===== config.mk =====
export PLATFORM = sky130hd
export DESIGN_NAME = mem_ctrl
export DESIGN_NICKNAME = d
export VERILOG_FILES = /design/src/rtl/mem_ctrl.sv
export SDC_FILE = /design/constraint.sdc
export NUM_CORES = 1
export LEC_CHECK = 0
export CELL_PAD_IN_SITES_DETAIL_PLACEMENT = 1
export CELL_PAD_IN_SITES_GLOBAL_PLACEMENT = 1
export CORE_UTILIZATION = 35
export CTS_CLUSTER_DIAMETER = 200
export DETAILED_ROUTE_END_ITERATION = 10
export PLACE_DENSITY = 0.95
export RECOVER_POWER = 100
export SLEW_MARGIN = 5
export SYNTH_ARGS = -nofsm -noshare
export SYNTH_HDL_FRONTEND = slang
export SYNTH_SLANG_ARGS = --single-unit

===== constraint.sdc =====
create_clock -name clk -period 3.91 [get_ports clk]
set_input_delay 1.173 -clock clk [delete_from_list [all_inputs] [get_ports clk]]
set_output_delay 1.173 -clock clk [all_outputs]
set_load 0.005 [all_outputs]

===== src/rtl/mem_ctrl.sv =====
// Memory-bus access controller between the CPU control unit/MAR/MDR and a
// handshaked memory. It runs one read or write per request and has a bounded wait for mem_ack.
module mem_ctrl #(
  parameter int ADDR_W  = 16,
  parameter int DATA_W  = 18,
  parameter int TIMEOUT = 15
) (
  input  logic              clk,
  input  logic              rst,
  input  logic              rd_req,
  input  logic              wr_req,
  input  logic [ADDR_W-1:0] addr_in,
  input  logic [DATA_W-1:0] wdata_in,
  output logic              busy,
  output logic              done,
  output logic              err,
  output logic [DATA_W-1:0] rdata_out,
  output logic              wr_MDR_Mem,
  output logic [ADDR_W-1:0] mem_addr,
  output logic [DATA_W-1:0] mem_wdata,
  output logic              mem_cs,
  output logic              mem_we,
  input  logic [DATA_W-1:0] mem_rdata,
  input  logic              mem_ack
);

  localparam int unsigned CNT_W = $clog2(TIMEOUT + 1);

  typedef enum logic [1:0] {IDLE, ACCESS, DONE} state_t;

  state_t           state;
  logic             op_rd;
  logic [CNT_W-1:0] wait_cnt;

  // Single-process FSM. Every output is a register that is set on the transition into the state it belongs to.
  always_ff @(posedge clk or posedge rst) begin
    if (rst) begin
      state      <= IDLE;
      op_rd      <= 1'b0;
      wait_cnt   <= '0;
      busy       <= 1'b0;
      done       <= 1'b0;
      err        <= 1'b0;
      rdata_out  <= '0;
      wr_MDR_Mem <= 1'b0;
      mem_addr   <= '0;
      mem_wdata  <= '0;
      mem_cs     <= 1'b0;
      mem_we     <= 1'b0;
    end else begin
      done       <= 1'b0;
      wr_MDR_Mem <= 1'b0;
      case (state)
        IDLE: begin
          // A read wins over a simultaneous write. The write is dropped.
          if (rd_req || wr_req) begin
            state    <= ACCESS;
            busy     <= 1'b1;
            mem_cs   <= 1'b1;
            mem_we   <= !rd_req;
            op_rd    <= rd_req;
            mem_addr <= addr_in;
            if (!rd_req) mem_wdata <= wdata_in;
            err      <= 1'b0;
            wait_cnt <= '0;
          end
        end
        ACCESS: begin
          if (mem_ack) begin
            state      <= DONE;
            mem_cs     <= 1'b0;
            mem_we     <= 1'b0;
            done       <= 1'b1;
            wr_MDR_Mem <= op_rd;
            if (op_rd) rdata_out <= mem_rdata;
          end else if (wait_cnt == CNT_W'(TIMEOUT - 1)) begin
            // The last allowed wait cycle has passed, so give up. The counter stops at TIMEOUT.
            state    <= DONE;
            mem_cs   <= 1'b0;
            mem_we   <= 1'b0;
            done     <= 1'b1;
            err      <= 1'b1;
            wait_cnt <= wait_cnt + 1'b1;
          end else begin
            wait_cnt <= wait_cnt + 1'b1;
          end
        end
        DONE: begin
          state <= IDLE;
          busy  <= 1'b0;
        end
        default: begin
          state  <= IDLE;
          busy   <= 1'b0;
          mem_cs <= 1'b0;
          mem_we <= 1'b0;
        end
      endcase
    end
  end

endmodule


Yosys cells after proc, flatten, opt, wreduce, memory -nomap -nowiden:

Index checks and enable logic that the tools add are counted.

* word-level logic and storage cells: 58
* register bits: 65
* input port bits: 57

* bitwise gates (word level): 3
* mux-type cells: 23
* equal/unequal tests: 7
* reductions and logical operators: 12
* add/subtract/negate cells: 1

Operators with widths (number)
* 2-to-1 mux 1 bit: 12
* AND reduction 3 bit: 4
* 2-to-1 mux 4 bit: 2
* case mux 4 bit (2 select lines): 1
* 2-to-1 mux 2 bit: 3
* != test 2 bit, second input constant: 3
* case mux 1 bit (3 select lines): 2
* AND reduction 2 bit: 3
* adder 4 x 1 -> 4 bit, second input constant: 1
* equality test 4 bit, second input constant: 1
* case mux 1 bit (2 select lines): 2
* case mux 2 bit (2 select lines): 1
* AND reduction 4 bit: 1
* != test 3 bit, second input constant: 1
* inverter 1 bit: 3
* equality test 2 x 1 -> 1 bit, second input constant: 1
* equality test 2 bit, second input constant: 1
* zero test 2 bit: 1
* nonzero test 2 bit: 1
* zero test 1 bit: 1
* logical OR 1 bit: 1

Logic depth before layout (Yosys ltp):

* word-level depth: 4
* gate-level depth with buffers: 5

Least setup slack after synthesis:

OpenSTA, ideal clock, no wires.

* path type: input port to flip-flop
* start: in wr_req
* end: reg mem_wdata[9]
* stages: 4
* data arrival time: 2202 ps
* setup time: 125 ps
* setup slack: 1583 ps
* data required time: 3785 ps
* buffers on the path: 1
* path through: or3b_4 > nor2_8 > buf_6 > mux2_2

* cells in the longest elaborated chain, start to end: 2

Ends and longest elaborated chain
* start, declared: RTL line 11 `input logic wr_req,`
* logical OR 1 bit: RTL line 56 `if (rd_req || wr_req) begin`
* AND reduction 3 bit (no source line)
* end signal, assigned: RTL line 63 `if (!rd_req) mem_wdata <= wdata_in;`
* end, declared: RTL line 20 `output logic [DATA_W-1:0] mem_wdata,`

Every way passes these cells.
A chain may end at the register's enable or synchronous reset.

Worst setup path in the final report:

* start: in rd_req
* end: reg mem_addr[6]

* cells in the longest elaborated chain, start to end: 2

Ends and longest elaborated chain
* start, declared: RTL line 10 `input logic rd_req,`
* logical OR 1 bit: RTL line 56
* AND reduction 2 bit (no source line)
* end signal, assigned: RTL line 62 `mem_addr <= addr_in;`
* end, declared: RTL line 19 `output logic [ADDR_W-1:0] mem_addr,`

Every way passes these cells.

==> results.sh <==
export IMPL_hold_depth=1
export IMPL_setup_slack_ns=0.811
export IMPL_dp_hpwl_um=4640
export IMPL_final_cells=390
export IMPL_yosysSeqAreaShare=0.639
export IMPL_cts_max_level=3
export IMPL_peakVddDrop_v=0.000365
export IMPL_coreArea_um2=6910
export IMPL_die_y_um=87.3
export IMPL_layout_common_cells="65 x dfrtp_1, 62 x dlygate4sd3_1, 52 x clkdlybuf4s50_1"
export IMPL_wire_per_inst_um=16.3
export IMPL_crit_arrival_ns=3.31
export IMPL_setup_violations=0
export IMPL_yosysTopAreaCellShare=0.639
export IMPL_r2r_start="state[0]"
export IMPL_antenna_found_initial=0
export IMPL_hp_class="flop to flop"
export IMPL_post_cts_buffers=0
export IMPL_crit_start="rd_req"
export IMPL_hold_buffers=0
export IMPL_synthFlopType="dfrtp_1"
export IMPL_utilization=0.571
export IMPL_critPathRequiredTime_ns=4.12
export IMPL_drt_iter0_markers=42
export IMPL_period_minus_slack_ns=3.10
export IMPL_gr_usage_all_layers=0.179
export IMPL_syn_avg_cell_area_um2=15.3
export IMPL_worst_pin_slew_ns=1.58
export IMPL_crit_path_end_kind="flop"
export IMPL_finClkSkew_ns=0.00624
export IMPL_violations="capacitance limit, slew limit"
export IMPL_criticalPathCategory="input port to flop"
export IMPL_dp_cells=374
export IMPL_async_reset_ff_frac=1.00
export IMPL_drv_cap=1
export IMPL_nets=348
export IMPL_numCtsBuffers=9
export IMPL_rsz0062_at_grt="false"
export IMPL_core_rowCount=30
export IMPL_synth_area_leader_cell="dfrtp_1"
export IMPL_synth_seq_cells=65
export IMPL_hp_start="rdata_out[3]"
export IMPL_yosysWarnings=0
export IMPL_powerDensity_nw_per_um2=704
export IMPL_path_max_fanout=20
export IMPL_fin_area_um2=3950
export IMPL_grt_start_max_net_pins=66
export IMPL_drive_gt1_frac=0.204
export IMPL_grt_pass1_wl_um=10100
export IMPL_overflow=0
export IMPL_fin_hold_ws_ns=0.483
export IMPL_cts_root_buffer="clkbuf_8"
export IMPL_r2r_cells=4
export IMPL_grt_pass1_vias=2080
export IMPL_gp_congestion=0.754
export IMPL_ant_nets=0
export IMPL_synth_cell_types=29
export IMPL_syn_inst=167
export IMPL_io_buffers=114
export IMPL_p_leak_nw=1.70
export IMPL_dpl_cell_area_um2=3790
export IMPL_fin_setup_tns_ns=0
export IMPL_max_freq_ghz=0.323
export IMPL_vias=1813
export IMPL_clock_sinks=65
export IMPL_vias_per_cell=4.65
export IMPL_drc=0
export IMPL_mappedNetlistArea_um2=2550
export IMPL_clockBufferDepth=2
export IMPL_hold_viol_final=0
export IMPL_cts_tree="built"
export IMPL_post_place_ws_ns=0.971
export IMPL_syn_num_nets=226
export IMPL_synthTopCellsByArea="dfrtp_1 64%, mux2_2 19%, mux2_1 4.4%, inv_1 1.0%, ha_1 0.98%"
export IMPL_antenna_cells=0
export IMPL_syn_to_final_growth_pct=54.9
export IMPL_dieArea_um2=7620
export IMPL_synth_edf_count=0
export IMPL_drt_total_wl_um=6340
export IMPL_drtPass1Iterations=4
export IMPL_maxSlewViolCount=66
export IMPL_initial_utilization=0.369
export IMPL_critPathLaunchType="input port"
export IMPL_clock_latency_ns=0.32
export IMPL_max_slew_margin=-0.0500
export IMPL_finalCritPeriodShare=0.793
export IMPL_ios=115
export IMPL_outcome="finished, violations left"
export IMPL_layout_commonest_cell="dfrtp_1"
export IMPL_power_mw=2.78
export IMPL_path_clk_slew_ns=0.07
export IMPL_cts_resized=0
export IMPL_die_w_um=87.3
==> where the power goes <==
group / switching [mW] / total [mW] / internal [mW]
Clock: 0.239 / 0.501 / 0.262
Combinational: 0.386 / 1.11 / 0.726
Sequential: 0.172 / 1.16 / 0.992
Total: 0.797 / 2.78 / 1.98
==> routing by layer <==
layer,global-route usage,share of wire
met1,0.194,0.38
met2,0.315,0.53
met3,0.0654,0.079
met4,0.0715,0.013
met5,0,0
==> kinds of logic after synthesis <==
logic type                 count (synthesis)  share of synthesized area
DFF                                       65                      0.639
muxes                                     54                      0.238
and+or+nand+nor                           19                     0.0506
AOI/OAI and AO/OA                         15                     0.0383
buffers and inverters                     12                     0.0250
adders and majority gates                  2                    0.00982
==> cell usage after synthesis, types with 2 or more instances <==
library cell  count
a21boi_0          2
a21oi_1           3
buf_2             3
buf_6             2
dfrtp_1          65
ha_1              2
inv_1             7
mux2_1           10
mux2_2           42
mux2i_1           2
nand2_1           3
nand3_1           3
nor2_1            3
o21ai_0           4
or3_1             2
==> sequential cells by signal, summed over array words and instances, names as in the netlist <==
register / flops
done: 1
mem_cs: 1
busy: 1
op_rd: 1
rdata_out: 18
mem_we: 1
mem_wdata: 18
err: 1
wait_cnt: 4
state: 2
mem_addr: 16
wr_MDR_Mem: 1
==> final timing paths <==
check | end | slack, ns
max | mem_addr[6] | 0.81
min | rdata_out[3] | 0.48
max reg2reg | mem_addr[6] | 1.67
min reg2reg | rdata_out[3] | 0.48
max in group asynchronous | mem_wdata[5] | 1.13
min in group asynchronous | rdata_out[16] | 1.82
==> critical path: stages <==
cell and delay, ns:
dlygate4sd3_1 0.72, nor2_1 0.11, nor2_1 0.10, clkbuf_1 0.78
mux2_2 0.42
==> final cells by class <==
class	instances	area, um2
Fill cell	710	2960
Sequential cell	65	1630
Timing Repair Buffer	116	1150
Multi-Input combinational cell	90	850
Clock buffer	13	159
Tap cell	96	120
Inverter	7	26.3
Clock inverter	3	15.0
(Power assumes the default switching activity.)
